### config.mk
export PLATFORM = sky130hd
export DESIGN_NAME = muldiv_unit
export DESIGN_NICKNAME = d
export VERILOG_FILES = /design/src/rtl/muldiv_pkg.sv /design/src/rtl/muldiv_unit.sv
export SDC_FILE = /design/constraint.sdc
export NUM_CORES = 1
export LEC_CHECK = 0
export BUFFER_PORTS_ARGS = -buffer_cell sky130_fd_sc_hd__buf_2
export CAP_MARGIN = 40
export CORE_UTILIZATION = 50
export CTS_BUF_LIST = sky130_fd_sc_hd__clkbuf_2
export DETAILED_ROUTE_END_ITERATION = 16
export PLACE_DENSITY = 0.72
export SLEW_MARGIN = 0
export SYNTH_ARGS = -nofsm -noshare
export SYNTH_HDL_FRONTEND = slang
export SYNTH_SLANG_ARGS = --single-unit
### constraint.sdc
create_clock -name clk -period 8.78 [get_ports clk]
set_input_delay 1.317 -clock clk [delete_from_list [all_inputs] [get_ports clk]]
set_output_delay 1.317 -clock clk [all_outputs]
set_load 0.02 [all_outputs]
### src/rtl/muldiv_pkg.sv
// Shared encodings for the iterative multiply/divide unit.
// Op and FSM encodings used by the datapath and its control decoder.
package muldiv_pkg;

  typedef enum logic [1:0] {
    OP_MULTU = 2'b00,
    OP_MULT  = 2'b01,
    OP_DIVU  = 2'b10,
    OP_DIV   = 2'b11
  } op_e;

  typedef enum logic [1:0] {
    IDLE = 2'b00,
    RUN  = 2'b01,
    FIX  = 2'b10
  } state_e;

  function automatic logic is_div(input op_e o);
    return (o == OP_DIVU) || (o == OP_DIV);
  endfunction

  function automatic logic is_signed(input op_e o);
    return (o == OP_MULT) || (o == OP_DIV);
  endfunction

endpackage

### src/rtl/muldiv_unit.sv
// Iterative radix-2 multiply/divide with HI/LO result registers.
// One shared shift/accumulate datapath serves both operation classes.
module muldiv_unit
  import muldiv_pkg::*;
#(
  parameter int WIDTH = 32
) (
  input  logic             clk,
  input  logic             reset,
  input  logic             start,
  input  logic [1:0]       op,
  input  logic [WIDTH-1:0] a,
  input  logic [WIDTH-1:0] b,
  input  logic             mthi,
  input  logic             mtlo,
  input  logic [WIDTH-1:0] wd,
  output logic             busy,
  output logic             done,
  output logic [WIDTH-1:0] hi,
  output logic [WIDTH-1:0] lo
);

  localparam int CW = $clog2(WIDTH) + 1;

  state_e         st;
  op_e            op_q;
  logic [CW-1:0]  cnt;
  logic           neg_q;
  logic           sa_q;
  logic           bz_q;
  logic [WIDTH:0]   acc_hi;
  logic [WIDTH-1:0] acc_lo;
  logic [WIDTH-1:0] opnd;

  op_e              op_in;
  logic             sgn_in;
  logic [WIDTH-1:0] mag_a;
  logic [WIDTH-1:0] mag_b;

  assign op_in  = op_e'(op);
  assign sgn_in = is_signed(op_in);
  assign mag_a  = (sgn_in && a[WIDTH-1]) ? -a : a;
  assign mag_b  = (sgn_in && b[WIDTH-1]) ? -b : b;

  logic [WIDTH:0]   sum;
  logic [WIDTH:0]   shl;
  logic [WIDTH:0]   diff;
  logic [WIDTH:0]   nxt_hi;
  logic [WIDTH-1:0] nxt_lo;

  // Multiply shifts right through {acc_hi,acc_lo};
  // divide shifts left and keeps the remainder in acc_hi.
  always_comb begin
    sum    = {1'b0, acc_hi[WIDTH-1:0]}
           + (acc_lo[0] ? {1'b0, opnd} : '0);
    shl    = {acc_hi[WIDTH-1:0], acc_lo[WIDTH-1]};
    diff   = shl - {1'b0, opnd};
    nxt_hi = '0;
    nxt_lo = '0;
    if (is_div(op_q)) begin
      if (!diff[WIDTH]) begin
        nxt_hi = diff;
        nxt_lo = {acc_lo[WIDTH-2:0], 1'b1};
      end else begin
        nxt_hi = shl;
        nxt_lo = {acc_lo[WIDTH-2:0], 1'b0};
      end
    end else begin
      nxt_hi = {1'b0, sum[WIDTH:1]};
      nxt_lo = {sum[0], acc_lo[WIDTH-1:1]};
    end
  end

  logic [2*WIDTH-1:0] prod;
  logic [2*WIDTH-1:0] prod_fix;
  logic [WIDTH-1:0]   quot_fix;
  logic [WIDTH-1:0]   rem_fix;
  logic [WIDTH-1:0]   res_hi;
  logic [WIDTH-1:0]   res_lo;

  always_comb begin
    prod     = {acc_hi[WIDTH-1:0], acc_lo};
    prod_fix = neg_q ? -prod : prod;
    quot_fix = neg_q ? -acc_lo : acc_lo;
    rem_fix  = sa_q ? -acc_hi[WIDTH-1:0] : acc_hi[WIDTH-1:0];
    res_hi   = prod_fix[2*WIDTH-1:WIDTH];
    res_lo   = prod_fix[WIDTH-1:0];
    if (is_div(op_q)) begin
      res_hi = rem_fix;
      res_lo = bz_q ? '1 : quot_fix;
    end
  end

  always_ff @(posedge clk) begin
    if (reset) begin
      st     <= IDLE;
      op_q   <= OP_MULTU;
      cnt    <= '0;
      neg_q  <= 1'b0;
      sa_q   <= 1'b0;
      bz_q   <= 1'b0;
      acc_hi <= '0;
      acc_lo <= '0;
      opnd   <= '0;
      hi     <= '0;
      lo     <= '0;
      busy   <= 1'b0;
      done   <= 1'b0;
    end else begin
      done <= 1'b0;
      unique case (st)
        IDLE: begin
          if (start) begin
            op_q   <= op_in;
            neg_q  <= sgn_in & (a[WIDTH-1] ^ b[WIDTH-1]);
            sa_q   <= sgn_in & a[WIDTH-1];
            bz_q   <= (b == '0);
            acc_hi <= '0;
            acc_lo <= mag_a;
            opnd   <= mag_b;
            cnt    <= '0;
            st     <= RUN;
          end else begin
            if (mthi) hi <= wd;
            if (mtlo) lo <= wd;
          end
        end
        RUN: begin
          busy <= 1'b1;
          if (cnt == CW'(WIDTH)) begin
            st <= FIX;
          end else begin
            acc_hi <= nxt_hi;
            acc_lo <= nxt_lo;
            cnt    <= cnt + CW'(1);
          end
        end
        FIX: begin
          hi   <= res_hi;
          lo   <= res_lo;
          busy <= 1'b0;
          done <= 1'b1;
          cnt  <= '0;
          st   <= IDLE;
        end
        default: st <= IDLE;
      endcase
    end
  end

endmodule

# Word level (Yosys, flattened, before mapping)
# Index checks and enable logic that the tools add are counted.
dict set report totals {
  ff_bits 175
  in_bits 103
  output_inout_bits 66
  wordCells 86
}
dict set report classes {
  addsub 8
  eq_ne 13
  mux 33
  bitwise_logic 3
  n_reduce_logical 16
}
# cell count
set ops {}
lappend ops {{$mux 32} 19}
lappend ops {{$pmux 32 s2} 4}
lappend ops {{$neg 32->32} 4}
lappend ops {{$mux 64} 1}
lappend ops {{$neg 64->64} 1}
lappend ops {{$add 32x32->33} 1}
lappend ops {{$sub 33x32->33} 1}
lappend ops {{$logic_not 32->1} 1}
lappend ops {{$pmux 6 s3} 1}
lappend ops {{$mux 6} 2}
lappend ops {{$ne 2x2->1 const B} 6}
lappend ops {{$reduce_and 3->1} 4}
lappend ops {{$eq 2x2->1 const B} 4}
lappend ops {{$add 6x1->6 const B} 1}
lappend ops {{$eq 6x6->1 const B} 1}
lappend ops {{$reduce_bool 2->1} 3}
lappend ops {{$eq 2x1->1 const B} 2}
lappend ops {{$mux 2} 2}
lappend ops {{$pmux 2 s2} 1}
lappend ops {{$reduce_and 2->1} 2}
lappend ops {{$reduce_bool 3->1} 1}
lappend ops {{$and 1x1->1} 2}
lappend ops {{$logic_and 1x1->1} 2}
lappend ops {{$logic_not 2->1} 1}
lappend ops {{4 further kinds} 6}

# Depth between registers and ports, before layout
# Gate-level depths: netlist of run 1.
dict set report depth {
  word_depth 6
  ltp_mapped 16
  depth_no_buf 14
}

# Worst setup path after synthesis of run 1
# OpenSTA, ideal clock, no wires.
dict set report synth_timing {
  path_kind {input to register}
  from {input a[8]}
  to {register acc_lo[30]}
  setup_ps 130
  t_arrival_ps 3633
  path_slack_ps 5017
  cell_stages 9
  path_cell_list {or4_1 or3_1 or3_1 nor4_2 nand2_1 o41ai_1 xnor2_1 o211ai_1 a21oi_1}
}
dict set report synth_via {
  elab_chain_cells 4
}
# element line
set synth_lines {}
lappend synth_lines {{start: declaration} muldiv_unit.sv:12} ;# input logic [WIDTH-1:0] a,
lappend synth_lines {{$neg 32->32} muldiv_unit.sv:42} ;# assign mag_a = (sgn_in && a[WIDTH-1]) ? -a : a;
lappend synth_lines {{$mux 32} muldiv_unit.sv:42}
lappend synth_lines {{$mux 32} muldiv_unit.sv:113} ;# if (start) begin
lappend synth_lines {{$pmux 32 s2} muldiv_unit.sv:111} ;# unique case (st)
lappend synth_lines {{end signal: assignment} muldiv_unit.sv:119} ;# acc_lo <= mag_a;
lappend synth_lines {{end signal: assignment} muldiv_unit.sv:134} ;# acc_lo <= nxt_lo;
lappend synth_lines {{end: declaration} muldiv_unit.sv:32} ;# logic [WIDTH-1:0] acc_lo;
# Every way passes these cells. The select of a mux whose other input is x is not followed.
# A chain may end at the register's enable or synchronous reset.

# Final worst setup path of run 1
dict set report layout_timing {
  from {register acc_hi[0]}
  to {register acc_hi[4]}
}
dict set report layout_via {
  elab_chain_cells 5
  word_cells_on_any_way 6
}
# element line
set layout_lines {}
lappend layout_lines {{start: declaration} muldiv_unit.sv:31} ;# logic [WIDTH:0] acc_hi;
lappend layout_lines {{start signal: assignment} muldiv_unit.sv:133} ;# acc_hi <= nxt_hi;
lappend layout_lines {{$sub 33x32->33} muldiv_unit.sv:57} ;# diff = shl - {1'b0, opnd};
lappend layout_lines {{$mux 32} muldiv_unit.sv:61} ;# if (!diff[WIDTH]) begin
lappend layout_lines {{$mux 32 *} muldiv_unit.sv:60} ;# if (is_div(op_q)) begin
lappend layout_lines {{$mux 32 *} muldiv_unit.sv:130} ;# if (cnt == CW'(WIDTH)) begin
lappend layout_lines {{$pmux 32 s2 *} muldiv_unit.sv:111}
# Every way passes the cells marked *; elsewhere a longest branch is shown, timed or not. The select of a mux whose other input is x is not followed.

==> results of run 1 <==
[placed cells by master (no fill, tap or decap), drive strengths merged, types with 11 or more instances in the layout]
| cell | n |
|---|---|
| nor4 | 23 |
| o21bai | 11 |
| nor2 | 186 |
| nand2 | 179 |
| nand2b | 20 |
| or3 | 27 |
| inv | 68 |
| a21oi | 196 |
| nor3 | 29 |
| o21ai | 111 |
| dfxtp | 174 |
| nand4 | 13 |
| nand3 | 22 |
| o41ai | 14 |
| o221ai | 28 |
| o211ai | 37 |
| mux2i | 71 |
| xnor2 | 94 |
| a31oi | 12 |
| o31ai | 29 |
| clkbuf | 17 |
| a21o | 37 |
| xor2 | 72 |
| ha | 74 |
| nor2b | 17 |
| a22oi | 16 |
| buf | 186 |
| a211oi | 67 |
[registers in the layout, indices dropped and copies added (netlist names)]
register	count
acc_hi	32
acc_lo	32
hi	32
lo	32
opnd	32
cnt	6
st	2
busy	1
bz_q	1
done	1
neg_q	1
op_q	1
sa_q	1
[per-stage QoR]
step	util	cell area, um^2
floorplan	-	13900
global placement	0.549	14900
detailed placement	0.551	14900
CTS	0.560	15200
global route	0.561	15200
finish	0.561	15200
[routing by layer]
metal  routed length, um  vias to the layer above  GRT usage
li1                    -                     6877          -
met1               19900                     6669      0.430
met2               19600                      592      0.482
met3                3880                       76     0.0603
met4                1090                        0     0.0897
met5                   0                        -          0
[worst max-delay path: cells and delay by family, from the launching register on]
family | cells | cell delay (ns)
AOI/OAI and AO/OA | 7 | 1.88
and+or+nand+nor | 2 | 0.69
buffers and inverters | 2 | 0.63
DFF | 1 | 0.60
adders and majority gates | 1 | 0.47
muxes | 1 | 0.23
[kinds of logic after synthesis]
| logic type | count (synthesis) | synth area share |
|---|---|---|
| muxes | 71 | 0.0511 |
| xor gates and xnor gates | 166 | 0.105 |
| AOI/OAI and AO/OA | 618 | 0.287 |
| DFF | 174 | 0.251 |
| buffers and inverters | 186 | 0.0505 |
| adders and majority gates | 76 | 0.0695 |
| and+or+nand+nor | 557 | 0.186 |
[layout make-up]
class	count	area [um^2]
fillers	2610	11900
multi-input cells	1488	9750
flip-flops and latches	174	3480
repair buffers	186	1000
well taps	372	465
inverters	61	229
clock inverters	14	169
clock buffers	17	85.1
diodes	2	5.00
[worst min path at each step]
stage | start | endpoint | slack [ns]
after detailed placement | lo[30] | lo[30] | 0.44
after CTS | hi[0] | hi[0] | 0.47
final | hi[0] | hi[0] | 0.47
after global routing | lo[4] | lo[4] | 0.49
after global placement | lo[13] | lo[13] | 0.44
after floorplan | opnd[20] | opnd[20] | 0.43
[power by group through the flow]
stage               Combinational (uW)  Sequential (uW)  Clock, uW
finish                             602              910        478
global route                       660              917        510
CTS                                592              908        482
floorplan                          408              912          0
global placement                   579              919          0
detailed placement                 590              922          0
==> metrics, run 1 <==
I/O Buffers 168; fin cells 2314; share of power burned in registers 0.457; Core Area 0.0271 mm^2; synth unique cells 69; Peak Freq 219 MHz; vias in the first global route 13.0k; Tot GR Track Use 0.309; CP max-delay cell dfxtp_1; nets@finish 2107; CP cell instances inv_1, fa_1, nand2b_1, a21oi_1, o21ai_0, o31a_1, o41ai_2, o41ai_1, nor2_4, buf_4, mux2i_1, a21oi_1, a22o_1; switching power 803 uW; initial antenna violation count 2; clock buffer count from CTS 17; area of the mapped netlist 0.0139 mm^2; Pleak 0.00611 uW; Detailed Route Iter0 Violations 1389; Final Hold Violating Endpoints 0; TritonRoute pass-1 iters 7; required time of the critical path 9.52 ns; TritonCTS Sinks 174; Reg2Reg Capture Point acc_hi[4]; Syn. warnings 0; crit path to acc_hi[4]; EDFF count, synth 0; Worst Reg-to-Reg Cells 13; Max-Slew Margin vs Limit 0.395; most used cell, CP a21oi_1; Pins Over Slew Limit 0; unrepaired setup endpoints after global routing no; Die ar. 0.0285 mm^2; Setup crit start acc_hi[0]; WL final 44.5 mm; setup repair bufs after CTS 0; Layout area overhead 9.30%; sw frac 0.403; hold slack 0.465 ns; measured slew at the worst slew-check pin 0.885 ns; Arr. time, crit path 5.32 ns; top cells by area, synth dfxtp_1 25%, a21oi_1 7.0%, ha_1 6.7%; pre-CTS setup slack 4.26 ns; Worst setup EP type flip-flop; layout cell share with drive strength beyond 1 0.126; Max stage delay on crit path 0.60 ns; Hold Path Cell Cnt 2; setup ws final 4.21 ns; ANT nets after route 0; io pins 169; max-capacitance violation count 0; top post-synthesis cells by count 195 x a21oi_1, 186 x nor2_1, 179 x nand2_1; placed cell count 2281; crit path max fanout 26; critical path type reg2reg; post_cts resized 0; Seq/Total Area, Yosys 0.251; Pwr per Cell Area 131 mW/mm^2; Clk network pwr share 0.240; Clock Path Buffers 2; height of the die 169 um; Max VDD drop 0.0000796 V; Starting Density 0.513; final worst clock skew 0.0711 ns; Tmin final 4.57 ns; Hold-fix buffers, CTS 0; clk slew on worst S/H paths 0.35 ns; first-pass GRT wire length 70.0 mm; most common cell in the netlist a21oi_1; Hold Crit Class reg2reg; global route total overflow 0; Syn Inst Count 1848; RePlAce Congestion 0.957; Yosys top cell by area dfxtp_1; CTS H-tree depth 4; Design Power 1990 uW; Setup-failing EPs final 0; root buf cell clkbuf_2; num rows 60; DR vias 14.2k; die width 169 um; period utilisation layout 0.521; Yosys top cell area share 0.251; asr flop ratio synth 0; logic gate share of total power 0.302; status completed; wire per inst 19.2 um; Post-DP HPWL 34.0 mm; clk_lat worst skew 0.83 ns; Synth Register Bits 174; Worst R2R Start acc_hi[0]; vias per cell 6.14; Internal Power 1190 uW; final setup TNS 0 ns; syn_nets 2027; largest net degree at the start of global routing 82; syn_area_per_cell 7.52 um^2; CTS tree built; Post-route DRC 0; startpoint types flip-flop; top_reg_cell synth dfxtp_1; r2r setup slk 4.21 ns
Note: power is estimated with default switching activity, not from simulation.
==> run 2, diff against run 1 <==
- PLACE_DENSITY: 0.72 -> 0.75
- clock period: 8.78 -> 4.17 ns (I/O delays scaled with it)
==> run 2 against run 1 <==
  * Design area increased by 2.1%
  * Sequential share of layout area decreased by 0.47 points
  * Global-route usage decreased by 0.30 points
  * Cell count increased by 1.6%
  * Wire length increased by 0.55%
  * Power increased by 110%
  * First-iteration DRC count increased by 9.1%
  * Critical path depth increased by 1
  * Combinational power increased by 120%
  * Non-clock buffer count increased by 36
  * Critical path type unchanged
==> metrics, run 2 (synthesized netlist as in run 1, its figures left out) <==
Layout area overhead 11.6%; unrepaired setup endpoints after global routing no; required time of the critical path 4.87 ns; global route total overflow 0; Detailed Route Iter0 Violations 1515; vias per cell 6.11; kind of cell adding the most delay to the critical path compound AO/OA/AOI/OAI gates; metal3 WL 3.30 mm; Post-route DRC 0; Reg2Reg Capture Point acc_hi[24]; Core Area 0.0271 mm^2; Max VDD drop 0.000180 V; first-pass GRT wire length 69.2 mm; CTS tree built; Tmin final 3.89 ns; die width 169 um; r2r setup slk 0.28 ns; root buf cell clkbuf_2; TritonCTS Sinks 174; commonest non-fill, non-tap cell in the layout a21oi_1; height of the die 169 um; ANT nets after route 0; Worst R2R Start acc_lo[31]; Peak Freq 257 MHz; Clock Path Buffers 2; Max stage delay on crit path 0.49 ns; WL final 44.7 mm; max-capacitance violation count 0; clock buffer count from CTS 17; fill cell count 2633; Pwr per Cell Area 272 mW/mm^2; vias in the first global route 12.7k; startpoint types flip-flop; final setup TNS 0 ns; num rows 60; CTS H-tree depth 4; met1 wire length 20.8 mm; Tot GR Track Use 0.306; most frequent cells in the layout 193 x a21oi_1, 185 x nor2_1, 179 x nand2_1; Starting Density 0.513; TritonRoute pass-1 iters 5; max layer used met4; setup repair bufs after CTS 0; worst path bufs/invs 2; Worst Reg-to-Reg Cells 14; io pins 169; DR vias 14.4k; Post-DP HPWL 34.6 mm; CP max-delay cell dfxtp_1; origin of the worst min-delay path b[31]; clk_lat worst skew 0.84 ns; Pins Over Slew Limit 0; clk slew on worst S/H paths 0.33 ns; I/O Buffers 168; largest net degree at the start of global routing 73; fin util 0.572; initial antenna violation count 1; met2 wire length 19.6 mm; Hold Crit Class in2reg; Max-Slew Margin vs Limit 0.467; measured slew at the worst slew-check pin 0.800 ns; Setup-failing EPs final 0; status completed; final worst clock skew 0.0828 ns; Worst setup EP type flip-flop; RePlAce Congestion 0.974; layout cell share with drive strength beyond 1 0.142; Final Hold Violating Endpoints 0; period utilisation layout 0.933; Arr. time, crit path 4.59 ns; Hold Path Cell Cnt 3; critical path type reg2reg; worst min-delay path endpoint opnd[31]; Die ar. 0.0285 mm^2; Pleak 0.00632 uW; CP cell instances inv_1, ha_1, fa_1, nand2b_1, a21oi_1, o21ai_0, o31a_1, o41ai_4, o41ai_1, nor2_4, buf_12, mux2i_1, nor2_1, a221o_1; wire per inst 19.0 um; crit path max fanout 41; nets@finish 2143
-- run 2: cell types whose count changed in the layout (fill, tap and decap cells not counted), sizes merged --
| cell | change |
|---|---|
| inv | -2 |
| clkinvlp | -1 |
| bufinv | -1 |
| diode | -1 |
| dlygate4sd3 | +1 |
| clkinv | +5 |
| buf | +35 |
-- run 2: report_power, final --
part           internal (uW)  switching (uW)
Clock                    225             788
Sequential              1780             129
Combinational            479             822
Total                   2490            1740
-- run 2: routing by layer --
metal | up-vias | track usage
met4 | 0 | 0.0842
met2 | 613 | 0.476
met1 | 6721 | 0.442
met3 | 67 | 0.0379
li1 | 6957 | -
met5 | - | 0
-- run 2: area by class of cell --
type,instances,area [um^2],area share
Timing Repair Buffer,222,1270,0.0817
Clock inverter,15,203,0.0131
Tap cell,372,465,0.0300
Clock buffer,17,85.1,0.00549
Multi-Input combinational cell,1488,9770,0.630
Antenna cell,1,2.50,0.000161
Sequential cell,174,3480,0.225
Inverter,61,229,0.0148
-- run 2: how the worst max path moves through the flow --
stage | from | end | cells past startpoint
floorplan | acc_hi[0] | acc_hi[10] | 14
global route | acc_lo[31] | acc_hi[24] | 14
global placement | acc_lo[31] | acc_hi[27] | 14
detailed placement | acc_lo[31] | acc_hi[27] | 14
finish | acc_lo[31] | acc_hi[24] | 14
CTS | acc_lo[31] | acc_hi[24] | 14
-- run 2: repair_timing --
action | in CTS | in global routing
setup endpoints to repair | 0 | 2
hold buffers | 1 | 0
hold endpoints to repair | 1 | 0
gates resized for setup | 0 | 2
-- run 2: stage by stage --
stage | total power (uW) | cells | setup slack (ns) | hold WS [ns] | cell area, um^2
after global placement | 3180 | 2315 | 0.419 | 0.437 | 15200
after detailed placement | 3200 | 2316 | 0.285 | 0.440 | 15200
final | 4230 | 2350 | 0.280 | 0.0786 | 15500
after floorplan | 2780 | 1848 | 0.488 | 0.432 | 13900
after global routing | 4430 | 2350 | 0.0700 | 0.0260 | 15500
after CTS | 4200 | 2349 | 0.272 | 0.0240 | 15500
-- run 2: worst reg2reg max path: cells and delay by family, from the launching register on --
kind | cells | cell delay (ns)
muxes | 1 | 0.24
buffers and inverters | 2 | 0.39
adders and majority gates | 2 | 0.65
and+or+nand+nor | 3 | 0.40
DFF | 1 | 0.49
AOI/OAI and AO/OA | 6 | 1.65
